$ cat config.mk
export PLATFORM = sky130hd
export DESIGN_NAME = pipe_skid_reg
export DESIGN_NICKNAME = d
export VERILOG_FILES = /design/src/rtl/pipe_pkg.sv /design/src/rtl/sat_counter.sv /design/src/rtl/pipe_skid_reg.sv
export SDC_FILE = /design/constraint.sdc
export NUM_CORES = 1
export LEC_CHECK = 0
export ABC_AREA = 1
export BUFFER_PORTS_ARGS = -buffer_cell sky130_fd_sc_hd__clkbuf_2
export CORE_MARGIN = 2
export CORE_UTILIZATION = 49
export DETAILED_ROUTE_END_ITERATION = 10
export GPL_ROUTABILITY_DRIVEN = 0
export PLACE_DENSITY = 0.76
export SLEW_MARGIN = 0
export SYNTH_ARGS = -nofsm -noshare
export SYNTH_HDL_FRONTEND = slang
export SYNTH_SLANG_ARGS = --single-unit
$ cat constraint.sdc
create_clock -name clk -period 1.6 [get_ports clk]
set_clock_uncertainty 0.2 [all_clocks]
set_input_delay 0.32 -clock clk [delete_from_list [all_inputs] [get_ports clk]]
set_output_delay 0.32 -clock clk [all_outputs]
set_load 0.01 [all_outputs]
$ cat src/rtl/pipe_pkg.sv
// Shared types for the elastic pipeline-boundary registers.
// Contents:
//   pipe_state_t     : occupancy of a skid register (EMPTY / ONE / FULL)
//   EXE2MEM_*, MEM2WB_* : per-boundary control / data bundle widths
package pipe_pkg;

  typedef enum logic [1:0] {
    EMPTY = 2'd0,
    ONE   = 2'd1,
    FULL  = 2'd2
  } pipe_state_t;

  localparam int EXE2MEM_CTRL_W = 3;
  localparam int EXE2MEM_DATA_W = 101;
  localparam int MEM2WB_CTRL_W  = 2;
  localparam int MEM2WB_DATA_W  = 69;

endpackage

$ cat src/rtl/sat_counter.sv
// Saturating up-counter; holds at all-ones once reached.
// Ports:
//   clk   : clock, rising edge
//   rst   : asynchronous active-low reset, clears the count
//   inc   : increment request for this cycle
//   count : current count
module sat_counter #(
  parameter int WIDTH = 16
) (
  input  logic             clk,
  input  logic             rst,
  input  logic             inc,
  output logic [WIDTH-1:0] count
);

  logic [WIDTH-1:0] count_q;
  logic [WIDTH-1:0] count_d;

  always_comb begin
    count_d = count_q;
    if (inc && (count_q != {WIDTH{1'b1}})) begin
      count_d = count_q + WIDTH'(1);
    end
  end

  always_ff @(posedge clk or negedge rst) begin
    if (!rst) begin
      count_q <= '0;
    end else begin
      count_q <= count_d;
    end
  end

  assign count = count_q;

endmodule

$ cat src/rtl/pipe_skid_reg.sv
// Elastic stage-boundary register with a 2-entry skid buffer.
// A control bundle and a data bundle move under a valid/ready handshake;
// both in_ready and out_valid are registered, so no combinational path
// crosses the boundary. Control bits are zeroed in empty / killed slots so
// an empty slot always reads as a bubble. Data is only cleared by reset.
//
// Optional build macro: PIPE_SKID_STATS_EN adds the stall_cycles output
// (saturating count of cycles with out_valid & !out_ready; reset-only clear).
//
// Ports:
//   clk, rst          : clock (rising edge), async active-low reset
//   flush             : synchronous kill of all contents
//   in_valid/in_ready : upstream handshake (in_ready registered)
//   in_ctrl, in_data  : upstream bundles
//   out_valid/out_ready : downstream handshake (out_valid registered)
//   out_ctrl, out_data  : main-entry bundles
//   stall_cycles      : stall statistics (PIPE_SKID_STATS_EN only)
//
// state | meaning
// EMPTY | no valid entry
// ONE   | main entry valid, skid empty
// FULL  | main and skid entries valid, upstream stalled
module pipe_skid_reg
  import pipe_pkg::*;
#(
  parameter int CTRL_W = 3,
  parameter int DATA_W = 101,
  parameter int STAT_W = 16
) (
  input  logic              clk,
  input  logic              rst,
  input  logic              flush,
  input  logic              in_valid,
  output logic              in_ready,
  input  logic [CTRL_W-1:0] in_ctrl,
  input  logic [DATA_W-1:0] in_data,
  output logic              out_valid,
  input  logic              out_ready,
  output logic [CTRL_W-1:0] out_ctrl,
  output logic [DATA_W-1:0] out_data
`ifdef PIPE_SKID_STATS_EN
  ,
  output logic [STAT_W-1:0] stall_cycles
`endif
);

  pipe_state_t       state_q, state_d;
  logic              main_valid_q, main_valid_d;
  logic [CTRL_W-1:0] main_ctrl_q, main_ctrl_d;
  logic [DATA_W-1:0] main_data_q, main_data_d;
  logic              skid_valid_q, skid_valid_d;
  logic [CTRL_W-1:0] skid_ctrl_q, skid_ctrl_d;
  logic [DATA_W-1:0] skid_data_q, skid_data_d;
  logic              in_ready_q, in_ready_d;

  logic xfer_in;

  // in_ready_q is low for the first cycle after reset, so gating with it
  // keeps that cycle from accepting an entry.
  assign xfer_in = in_valid & in_ready_q;

  always_comb begin
    state_d      = state_q;
    main_valid_d = main_valid_q;
    main_ctrl_d  = main_ctrl_q;
    main_data_d  = main_data_q;
    skid_valid_d = skid_valid_q;
    skid_ctrl_d  = skid_ctrl_q;
    skid_data_d  = skid_data_q;

    if (flush) begin
      // Data is left in place; the zeroed control makes both slots bubbles.
      state_d      = EMPTY;
      main_valid_d = 1'b0;
      main_ctrl_d  = '0;
      skid_valid_d = 1'b0;
      skid_ctrl_d  = '0;
    end else begin
      case (state_q)
        EMPTY: begin
          if (xfer_in) begin
            main_valid_d = 1'b1;
            main_ctrl_d  = in_ctrl;
            main_data_d  = in_data;
            state_d      = ONE;
          end
        end
        ONE: begin
          if (xfer_in && out_ready) begin
            main_ctrl_d = in_ctrl;
            main_data_d = in_data;
          end else if (xfer_in) begin
            skid_valid_d = 1'b1;
            skid_ctrl_d  = in_ctrl;
            skid_data_d  = in_data;
            state_d      = FULL;
          end else if (out_ready) begin
            main_valid_d = 1'b0;
            main_ctrl_d  = '0;
            state_d      = EMPTY;
          end
        end
        FULL: begin
          if (out_ready) begin
            main_ctrl_d  = skid_ctrl_q;
            main_data_d  = skid_data_q;
            skid_valid_d = 1'b0;
            skid_ctrl_d  = '0;
            state_d      = ONE;
          end
        end
        default: begin
          state_d      = EMPTY;
          main_valid_d = 1'b0;
          main_ctrl_d  = '0;
          skid_valid_d = 1'b0;
          skid_ctrl_d  = '0;
        end
      endcase
    end

    in_ready_d = (state_d != FULL);
  end

  always_ff @(posedge clk or negedge rst) begin
    if (!rst) begin
      state_q      <= EMPTY;
      main_valid_q <= 1'b0;
      main_ctrl_q  <= '0;
      main_data_q  <= '0;
      skid_valid_q <= 1'b0;
      skid_ctrl_q  <= '0;
      skid_data_q  <= '0;
      in_ready_q   <= 1'b0;
    end else begin
      state_q      <= state_d;
      main_valid_q <= main_valid_d;
      main_ctrl_q  <= main_ctrl_d;
      main_data_q  <= main_data_d;
      skid_valid_q <= skid_valid_d;
      skid_ctrl_q  <= skid_ctrl_d;
      skid_data_q  <= skid_data_d;
      in_ready_q   <= in_ready_d;
    end
  end

  assign in_ready  = in_ready_q;
  assign out_valid = main_valid_q;
  assign out_ctrl  = main_ctrl_q;
  assign out_data  = main_data_q;

`ifdef PIPE_SKID_STATS_EN
  sat_counter #(
    .WIDTH(STAT_W)
  ) u_stall_cnt (
    .clk  (clk),
    .rst  (rst),
    .inc  (main_valid_q & ~out_ready),
    .count(stall_cycles)
  );
`else
  // STAT_W has no consumer when the stall counter is compiled out.
  logic [STAT_W-1:0] unused_stat_w;
  assign unused_stat_w = '0;
`endif

endmodule
Word-level counts from Yosys, hierarchy flattened
Cells that the tools add are included.
{"block": "word_totals", "ff_bits": 212, "inputBits": 109, "out_inout_bits": 106, "elab_cells": 61}
{"block": "classes", "eq_ne": 16, "muxes": 27, "bitwise": 3, "reduce_logical": 8}
{"cell": "$mux 101", "count": 3}
{"cell": "$pmux 101 s3", "count": 1}
{"cell": "$mux 3", "count": 8}
{"cell": "$ne 3x3->1 const B", "count": 6}
{"cell": "$pmux 3 s3", "count": 2}
{"cell": "$mux 2", "count": 6}
{"cell": "$ne 2x2->1 const B", "count": 6}
{"cell": "$reduce_and 4->1", "count": 3}
{"cell": "$reduce_and 5->1", "count": 2}
{"cell": "$ne 4x4->1 const B", "count": 2}
{"cell": "$pmux 2 s3", "count": 1}
{"cell": "$mux 1", "count": 5}
{"cell": "$pmux 1 s3", "count": 1}
{"cell": "$reduce_bool 3->1", "count": 1}
{"cell": "$eq 2x1->1 const B", "count": 1}
{"cell": "$eq 2x2->1 const B", "count": 1}
{"cell": "$logic_not 2->1", "count": 1}
{"cell": "$not 1->1", "count": 2}
{"cell": "$and 1x1->1", "count": 1}
{"cell": "$logic_and 1x1->1", "count": 1}

Longest topological paths before layout
Gate-level depths: netlist of run 1.
{"block": "depth", "ltp_word": 6, "depth_mapped": 10, "mapped_depth_nobuf": 7}

Worst setup path before layout of run 1
OpenSTA, ideal clock, no wires.
{"block": "synth_path", "path_kind": "flip-flop to flip-flop", "start": "reg state_q[0]", "end": "reg main_data_q[18] (netlist: out_data[18])", "setup_ns": 0.123, "arrival_ns": 1.357, "required_ns": 1.277, "path_slack_ns": -0.080, "path_stages_with_launch": 11, "n_path_buf": 4, "period_less_slack_ns": 1.680, "cell_sequence": "dfrtp_1 > buf_4 > inv_4 > nand2_2 > o21ai_2 > buf_6 > nor2_4 > buf_6 > buf_6 > nand2_1 > nand2_1"}
{"block": "synth_via", "elab_chain_len": 3, "word_cells_on_any_way": 9, "cone_classes": "eq/ne: 5; mux: 1; reduce/logical: 3"}
{"item": "from (decl)", "line": "pipe_skid_reg.sv:47", "source": "pipe_state_t state_q, state_d;"}
{"item": "from (signal assigned)", "line": "pipe_skid_reg.sv:136", "source": "state_q <= state_d;"}
{"item": "$eq 2x1->1 (tied with other cells)", "line": "pipe_skid_reg.sv:79", "source": "case (state_q)"}
{"item": "$ne 2x2->1 (no source line) or $reduce_bool 3->1 (tied branches)"}
{"item": "$reduce_and 5->1 (no source line)"}
{"item": "to (signal assigned)", "line": "pipe_skid_reg.sv:139", "source": "main_data_q <= main_data_d;"}
{"item": "to (decl)", "line": "pipe_skid_reg.sv:50", "source": "logic [DATA_W-1:0] main_data_q, main_data_d;"}
Parallel ways exist; a longest one is shown, timed or not.
A chain may end at the register's enable or synchronous reset.

Worst setup path after layout of run 1
{"block": "layout_path", "start": "reg state_q[1]", "end": "reg skid_data_q[3]"}
{"block": "layout_via", "elab_chain_len": 2}
{"item": "$eq 2x1->1", "line": "pipe_skid_reg.sv:79"}
{"item": "$reduce_and 4->1 (no source line)"}
{"item": "to (signal assigned)", "line": "pipe_skid_reg.sv:142", "source": "skid_data_q <= skid_data_d;"}
{"item": "to (decl)", "line": "pipe_skid_reg.sv:53", "source": "logic [DATA_W-1:0] skid_data_q, skid_data_d;"}
Every way passes these cells.

==> flow_summary.json, run 1 <==
{
  "status": "finished, violations left",
  "violations": "setup timing",
  "drt_iter0_drc": 831,
  "syn_inst": 1183,
  "viasPerCell": 5.36,
  "root_buffer": "clkbuf_16",
  "reg2reg_to": "skid_data_q[3]$_DFFE_PN0P_",
  "seqPwrFrac_pct": 43.4,
  "grt_max_degree": 58,
  "final_common_cell": "nand2_1",
  "hold_viol": 0,
  "total_power_w": 0.0167,
  "vdd_drop_max_mv": 0.948,
  "worst-setup-path-type": "flop to flop",
  "core_mm2": 0.0193,
  "cp_common_cell": "buf_12",
  "max_slew.worst_pin.slew_ps": 449,
  "final_cell_area_mm2": 0.0142,
  "drtPass1Iterations": 5,
  "fmax_mhz": 563,
  "rows": 51,
  "hpwl_um": 15500,
  "crit_family": "buffers and inverters",
  "relSlewSlack_pct": 70.1,
  "path_clk_slew_ps": 70,
  "cts_sinks": 212,
  "antenna_found_initial": 0,
  "cp.required_ps": 1820,
  "initial_core_util_pct": 49.5,
  "avgRoutedWirePerCell_um": 17.7,
  "routed_wirelength_um": 32400,
  "h-tree-depth": 1,
  "die_area_mm2": 0.0206,
  "ys.flop_type": "dfrtp_1",
  "stdcell_count": 1828,
  "cp_slowest_cell": "dfrtp_2",
  "area_growth_pct": 49.4,
  "crit_start": "state_q[1]$_DFF_PN0_",
  "clkPwrFrac_pct": 34.5,
  "r2r_slack_ps": -180,
  "endpoint": "skid_data_q[3]$_DFFE_PN0P_",
  "arrival_ps": 1990,
  "synth_seq_cells": 212,
  "layout_min_cycle_time_ps": 1780,
  "slew_viol_final": 0,
  "min_period_over_period_pct": 111,
  "ys_types": 18,
  "layout_common_cells": "nand2_1 (371), clkbuf_2 (213), dfrtp_1 (210)",
  "tritoncts": "yes",
  "power_frac_comb_pct": 22.1,
  "timing.rr.start": "state_q[1]$_DFF_PN0_",
  "finalSetupViolations": 210,
  "cp_num_cells": 6,
  "ff2ff_path_depth": 6,
  "die_w_um": 143,
  "grt_pass1_wl_um": 47400,
  "clock_latency_ps": 520,
  "fin_hold_ws_ps": 31.9,
  "place_area_mm2": 0.0111,
  "critPathBufInv": 3,
  "crit_chain": "buf_6 -> nor2_4 -> nand3_4 -> buf_12 -> buf_12 -> o21ai_1",
  "seq_area_mm2": 0.00531,
  "grt_usage_pct": 29.3,
  "antenna_left": 0,
  "synth_edf_count": 0,
  "drive_gt1_share_pct": 27.8,
  "die-height_um": 143,
  "power_density_mw_per_mm2": 1170,
  "n_antenna_cell": 0,
  "fillerInstances": 1325,
  "slowest_delay_ps": 470,
  "grt_overflow_total": 0,
  "p_leak_nw": 7.42,
  "start_kind": "flop",
  "hold_path.class": "primary input to flop",
  "first_global_vias": 9330,
  "synth_seq_area_share_pct": 55.6,
  "net-switching-power_w": 0.00507,
  "multi_input_area_mm2": 0.00367,
  "cts_buffer_depth": 3,
  "p_int_w": 0.0116,
  "crit_fanout": 26,
  "synth_area_per_cell_um2": 8.06,
  "io_pins": 215,
  "synthArstFlopShare_pct": 100,
  "dp_slack_ps": -199,
  "post-route-worst-setup-slack_ps": -176,
  "swShare_pct": 30.4,
  "dp_cells": 1636,
  "num_vias": 9789,
  "fin_nets": 1654,
  "netlist_area_mm2": 0.00953,
  "post-route-drc-count": 0,
  "cp-end-kind": "flop",
  "cts_buffers": 24,
  "syn_nets": 1292,
  "rsz0062_at_grt": "true",
  "drv_cap": 0,
  "yosysWarnings": 0,
  "numPortBuffers": 214
}
[worst min-delay path by stage]
stage / slack, ps / start / end / cells past startpoint
after floorplan: -180 / rst / in_ready$_DFF_PN0_ / 0
after global placement: 70 / rst / skid_data_q[73]$_DFFE_PN0P_ / 1
after detailed placement: 70 / rst / out_data[73]$_DFFE_PN0P_ / 1
after CTS: 20 / flush / state_q[0]$_DFF_PN0_ / 4
after global routing: 80 / flush / state_q[0]$_DFF_PN0_ / 4
final: 30 / flush / state_q[0]$_DFF_PN0_ / 4
[layout make-up]
cell class              count  share of cell area, %
well taps                 265                   2.33
clock inverters            13                   1.18
clock buffers              31                   4.61
multi-input cells         785                   25.7
inverters                 107                   2.87
repair buffers            415                   26.0
flip-flops and latches    212                   37.3
[logic make-up after synthesis]
family	synth area share, %
buffers and inverters	8.87
AND/OR/NAND/NOR	19.1
AO/OA/AOI/OAI	16.4
flip-flops	55.6
[state kept, by name, summed over array words and instances, names as in the netlist]
| signal | cells |
|---|---|
| out_ctrl | 3 |
| out_valid | 1 |
| skid_data_q | 101 |
| state_q | 2 |
| skid_ctrl_q | 3 |
| in_ready | 1 |
| out_data | 101 |
[Yosys cell counts (5+ instances only)]
library cell	instances	area share, %
o21ai_0	247	13
buf_2	33	1.7
nor2_1	62	2.4
clkbuf_1	30	1.2
dfrtp_1	212	56
buf_4	5	0.39
a21oi_1	45	2.4
o21ai_1	17	0.89
inv_1	105	4.1
nand2_1	393	15
nand3_1	14	0.73
buf_6	11	1.3
[tightest hold or removal path: cells and delay by family]
kind / cells / cell delay [ps]
buf+inv: 2 / 270
simple gates: 2 / 130
[what timing repair did]
| item | in CTS | in global routing |
|---|---|---|
| endpoints found under the setup margin | 213 | 237 |
| hold buffers | 105 | 0 |
| setup buffers | 17 | 0 |
| hold endpoints to repair | 411 | 0 |
| pin swaps | 9 | 0 |
| resized for setup | 135 | 99 |
| gates cloned | 14 | 13 |
[power by group through the flow]
| stage | registers, W | logic (W) | clock network, W |
|---|---|---|---|
| final | 0.00724 | 0.00368 | 0.00575 |
| after global routing | 0.00734 | 0.00406 | 0.00600 |
| after CTS | 0.00716 | 0.00341 | 0.00576 |
| after detailed placement | 0.00722 | 0.00285 | 0 |
| after global placement | 0.00718 | 0.00274 | 0 |
| after floorplan | 0.00733 | 0.00139 | 0 |
[through the flow]
step,TNS (ps),utilization (%)
finish,-21870,73.9
global route,-32160,73.9
CTS,-13270,71.3
detailed placement,-23890,57.8
global placement,-12270,57.8
floorplan,-3780,-
[routing by layer]
metal | vias up | track usage, % | wire [um]
li1 | 4489 | - | -
met1 | 4638 | 37.9 | 12400
met2 | 541 | 48.8 | 15700
met3 | 121 | 5.16 | 2900
met4 | 0 | 12.0 | 1370
met5 | - | 0 | 0
(Power assumes the default switching activity.)
==> run 2, diff against run 1 <==
MAX_ROUTING_LAYER = met4   (was default)
==> flow_summary.json, run 2 (synthesis results as in run 1) <==
{
  "path_clk_slew_ps": 70,
  "tritoncts": "yes",
  "dp_slack_ps": -199,
  "arrival_ps": 2130,
  "avgRoutedWirePerCell_um": 19.2,
  "total_power_w": 0.0169,
  "clock_latency_ps": 530,
  "power_density_mw_per_mm2": 1150,
  "vdd_drop_max_mv": 1.01,
  "final_common_cell": "nand2_1",
  "rsz0062_at_grt": "true",
  "status": "finished, violations left",
  "hold-path-endpoint": "state_q[0]$_DFF_PN0_",
  "whs_path_depth": 4,
  "rows": 51,
  "hpwl_um": 15500,
  "worst-setup-path-type": "flop to flop",
  "die_area_mm2": 0.0206,
  "post-route-worst-setup-slack_ps": -256,
  "crit_fanout": 7,
  "cts_sinks": 212,
  "antenna_left": 0,
  "root_buffer": "clkbuf_16",
  "first_global_vias": 9326,
  "post-route-drc-count": 0,
  "h-tree-depth": 1,
  "fillerInstances": 1210,
  "seq_area_mm2": 0.00531,
  "routed_wirelength_um": 35200,
  "fin_hold_ws_ps": 32.2,
  "hold_viol": 0,
  "grt_overflow_total": 0,
  "slew_viol_final": 0,
  "finalSetupViolations": 221,
  "max_slew.worst_pin.slew_ps": 462,
  "n_antenna_cell": 0,
  "fin_setup_tns_ps": -24430,
  "cts_buffer_depth": 3,
  "violations": "setup timing",
  "fin_nets": 1663,
  "drt_iter0_drc": 994,
  "cp-end-kind": "flop",
  "grt_max_degree": 58,
  "fmax_mhz": 539,
  "drive_gt1_share_pct": 32.3,
  "cts_buffers": 24,
  "drtPass1Iterations": 8,
  "die_w_um": 143,
  "layout_common_cells": "nand2_1 (338), clkbuf_2 (213), dfrtp_1 (210)",
  "grt_usage_pct": 30.1,
  "finish.utilization_pct": 76.5,
  "hold_path.class": "primary input to flop",
  "initial_core_util_pct": 49.5,
  "reg2reg_to": "out_data[83]$_DFFE_PN0P_",
  "core_mm2": 0.0193,
  "die-height_um": 143,
  "drv_cap": 0,
  "r2r_slack_ps": -260,
  "cp.required_ps": 1870,
  "p_leak_nw": 7.63,
  "multi_input_area_mm2": 0.00394,
  "num_vias": 10200,
  "viasPerCell": 5.55,
  "start_kind": "flop",
  "grt_pass1_wl_um": 47400,
  "relSlewSlack_pct": 69.2,
  "ff2ff_path_depth": 8,
  "timing.rr.start": "state_q[0]$_DFF_PN0_",
  "layout_min_cycle_time_ps": 1860,
  "min_period_over_period_pct": 116,
  "hp-start": "flush",
  "numPortBuffers": 214,
  "antenna_found_initial": 0,
  "io_pins": 215,
  "area_growth_pct": 54.6
}
-- run 2: changes by cell type in the layout (fill, tap and decap cells not counted), moves of 5 or more --
cell,delta
nand2_2,+26
nand2_1,-33
buf_6,+5
o21ai_2,+27
o21ai_0,-35
buf_4,-5
clkbuf_16,+6
nor2_4,+7
nor2_2,-6
o21ai_1,+8
nand2_4,+7
-- run 2: how the worst max path moves through the flow --
stage | startpoint | endpoint | cells after the start
floorplan | state_q[0]$_DFF_PN0_ | out_data[18]$_DFFE_PN0P_ | 10
CTS | state_q[1]$_DFF_PN0_ | skid_data_q[87]$_DFFE_PN0P_ | 7
detailed placement | state_q[0]$_DFF_PN0_ | out_data[3]$_DFFE_PN0P_ | 6
finish | state_q[0]$_DFF_PN0_ | out_data[83]$_DFFE_PN0P_ | 8
global route | state_q[0]$_DFF_PN0_ | out_data[9]$_DFFE_PN0P_ | 8
global placement | state_q[0]$_DFF_PN0_ | out_data[93]$_DFFE_PN0P_ | 6
-- run 2: metal layers --
metal	global-route usage [%]	vias to the layer above	part of all wire (%)
li1	-	4515	-
met1	38.2	4881	37
met2	49.0	636	48
met3	4.73	167	9.2
met4	11.6	0	4.9
met5	-	-	0
-- run 2: area by class of cell --
type	instances	share of cell area, %
Inverter	107	2.78
Clock inverter	13	1.14
Sequential cell	212	36.0
Multi-Input combinational cell	785	26.7
Tap cell	265	2.25
Clock buffer	31	4.46
Timing Repair Buffer	424	26.7
-- run 2: timing repair --
action / CTS / global route
hold buffers: 105 / 0
endpoints found under the hold margin: 411 / 0
pin swaps: 9 / 63
buffers inserted: 17 / 1
cloned: 14 / 21
gates resized for setup: 135 / 223
setup endpoints to repair: 213 / 238
-- run 2: critical path: stages (launching register included) --
cell       delay (ps)
dfrtp_2           490
buf_6             150
nor2_4            210
clkbuf_16         240
buf_6             170
nand2_1            70
o21ai_0           100
nand2_1            90
nand2_1            80
-- run 2: per-stage QoR --
| stage | instances | cell area [um^2] |
|---|---|---|
| after detailed placement | 1636 | 11100 |
| after global placement | 1636 | 11100 |
| after floorplan | 1183 | 9550 |
| final | 1837 | 14700 |
| after global routing | 1837 | 14700 |
| after CTS | 1815 | 13700 |
-- run 2: power by group --
part	internal, W	switching [W]	leakage (nW)
clock	0.00341	0.00239	0.402
combinational	0.00165	0.00216	4.66
sequential	0.00656	0.000763	2.57
total	0.0116	0.00532	7.63
==> run 3, diff against run 2 <==
ABC_AREA = default   (was 1)
PLACE_DENSITY = 0.77   (was 0.76)
TNS_END_PERCENT = 100   (was default)
==> flow_summary.json, run 3 <==
{
  "fmax_mhz": 523,
  "dp_slack_ps": -283,
  "antenna_left": 0,
  "first_global_vias": 7572,
  "synth_area_per_cell_um2": 12.7,
  "core_mm2": 0.0180,
  "root_buffer": "clkbuf_16",
  "viasPerCell": 5.42,
  "relSlewSlack_pct": 76.2,
  "grt_max_degree": 39,
  "initial_core_util_pct": 50.2,
  "routed_wirelength_um": 26500,
  "drtPass1Iterations": 4,
  "antenna_found_initial": 0,
  "numPortBuffers": 214,
  "min_period_over_period_pct": 119,
  "power_density_mw_per_mm2": 1250,
  "io_pins": 215,
  "cts_buffers": 23,
  "synth_top_area_share_pct": 58.6,
  "crit_fanout": 12,
  "netlist_area_mm2": 0.00906,
  "cp-end-kind": "flop",
  "yosysWarnings": 0,
  "p_leak_nw": 7.45,
  "n_antenna_cell": 0,
  "layout_common_cells": "clkbuf_2 (210), dfrtp_1 (210), dlygate4sd3_1 (106)",
  "stdcell_count": 1341,
  "status": "finished, violations left",
  "finalSetupViolations": 204,
  "post-route-drc-count": 0,
  "grt_usage_pct": 24.9,
  "path_clk_slew_ps": 60,
  "num_vias": 7270,
  "hold_viol": 0,
  "fin_nets": 1206,
  "synth_edf_count": 0,
  "hpwl_um": 14300,
  "h-tree-depth": 1,
  "post-route-worst-setup-slack_ps": -311,
  "drt_iter0_drc": 374,
  "die_area_mm2": 0.0196,
  "ys_top_cells_by_count": "dfrtp_1 (212), nand2_1 (106), mux2i_1 (104), o21ai_1 (81), mux2_1 (79)",
  "drive_gt1_share_pct": 42.4,
  "rows": 49,
  "drv_cap": 0,
  "grt_pass1_wl_um": 38300,
  "violations": "setup timing",
  "synth_seq_cells": 212,
  "max_slew.worst_pin.slew_ps": 358,
  "die-height_um": 140,
  "ys.flop_type": "dfrtp_1",
  "slew_viol_final": 0,
  "synth.largest_area_cell": "dfrtp_1",
  "synth.most_common_cell": "dfrtp_1",
  "avgRoutedWirePerCell_um": 19.8,
  "cp.required_ps": 1800,
  "clock_latency_ps": 490,
  "area_growth_pct": 50.0,
  "layout_min_cycle_time_ps": 1910,
  "arrival_ps": 2120,
  "fillerInstances": 1045,
  "grt_overflow_total": 0,
  "tritoncts": "yes",
  "rsz0062_at_grt": "true",
  "ys_types": 34,
  "start_kind": "flop",
  "worst-setup-path-type": "flop to flop",
  "dp_cells": 1182,
  "syn_nets": 824,
  "die_w_um": 140,
  "cts_buffer_depth": 3,
  "synthTopCellsByArea": "dfrtp_1 (59%), mux2i_1 (11%), mux2_1 (9.8%), o21ai_1 (4.5%), nand2_1 (4.4%)",
  "hold_path.class": "primary input to flop",
  "syn_inst": 715,
  "vdd_drop_max_mv": 1.09,
  "synthArstFlopShare_pct": 100,
  "synth_seq_area_share_pct": 58.6,
  "fin_setup_tns_ps": -36020,
  "cts_sinks": 212
}
## run 3: cell types whose count changed after synthesis, sizes merged, moves of 12 or more
cell / change
o21ai: -162
nand3: -12
mux2: +101
inv: -104
nand2: -288
mux2i: +104
nor2: -61
a21oi: -42
clkbuf: -20
## run 3: final timing paths
path / startpoint / end / cells past startpoint / slack, ps
min in group asynchronous: rst / out_data[20]$_DFFE_PN0P_ / 2 / 140
worst max-delay path: state_q[1]$_DFF_PN0_ / out_data[23]$_DFFE_PN0P_ / 7 / -310
worst min register to register: out_data[92]$_DFFE_PN0P_ / out_data[92]$_DFFE_PN0P_ / 2 / 280
worst max register to register: state_q[1]$_DFF_PN0_ / out_data[23]$_DFFE_PN0P_ / 7 / -310
worst min-delay path: flush / in_ready$_DFF_PN0_ / 3 / 100
max in group asynchronous: rst / in_ready$_DFF_PN0_ / 3 / 510
## run 3: timing repair
item / in CTS / in global routing
setup buffers: 2 / 4
gates cloned: 3 / 5
gates resized for setup: 56 / 120
pin swaps: 2 / 24
hold buffers: 106 / 0
hold endpoints to repair: 418 / 0
setup endpoints to repair: 207 / 212
## run 3: cell families after synthesis
family	synth area share, %
compound gates	7.32
buf+inv	4.06
flops	58.6
xor+xnor	0.0967
simple gates	5.90
mux	24.1
## run 3: cell type report
class                           count  area, um^2  share of cell area [%]
Tap cell                          229         287                    2.11
Inverter                            3        11.3                  0.0829
Clock buffer                       31         656                    4.83
Clock inverter                      9         150                    1.11
Sequential cell                   212        5310                    39.1
Timing Repair Buffer              405        3290                    24.2
Multi-Input combinational cell    452        3880                    28.6
## run 3: through the flow
stage	power [W]	utilization [%]	hold slack, ps	instance area, um^2
after CTS	0.0164	72.2	94.6	13000
after global routing	0.0177	75.4	141	13600
final	0.0170	75.4	104	13600
after floorplan	0.00892	-	-176	9100
after global placement	0.0101	60.2	64.4	10800
after detailed placement	0.0103	60.2	66.4	10800
## run 3: power by group
part	switching (W)	total (W)	leakage, nW	internal (W)
Combinational	0.00172	0.00388	4.44	0.00215
Sequential	0.000839	0.00752	2.62	0.00668
Clock	0.00211	0.00562	0.391	0.00351
Total	0.00468	0.0170	7.45	0.0123
## run 3: per-layer routing
metal  wire, um  global-route usage (%)  part of all wire, %  vias to the layer above
met4        976                    9.00                  3.7                        0
met2      13700                    43.0                   52                      252
met1      10500                    30.2                   40                     3672
li1           -                       -                    -                     3266
met3       1280                    3.01                  4.8                       80
met5          0                       -                    0                        -
## run 3: critical path: stages (launching register included)
cell     delay (ps)
dfrtp_2         450
and3b_4         210
o31ai_4         290
buf_6           200
buf_12          140
buf_16          150
nand2_1          80
o21ai_1         100
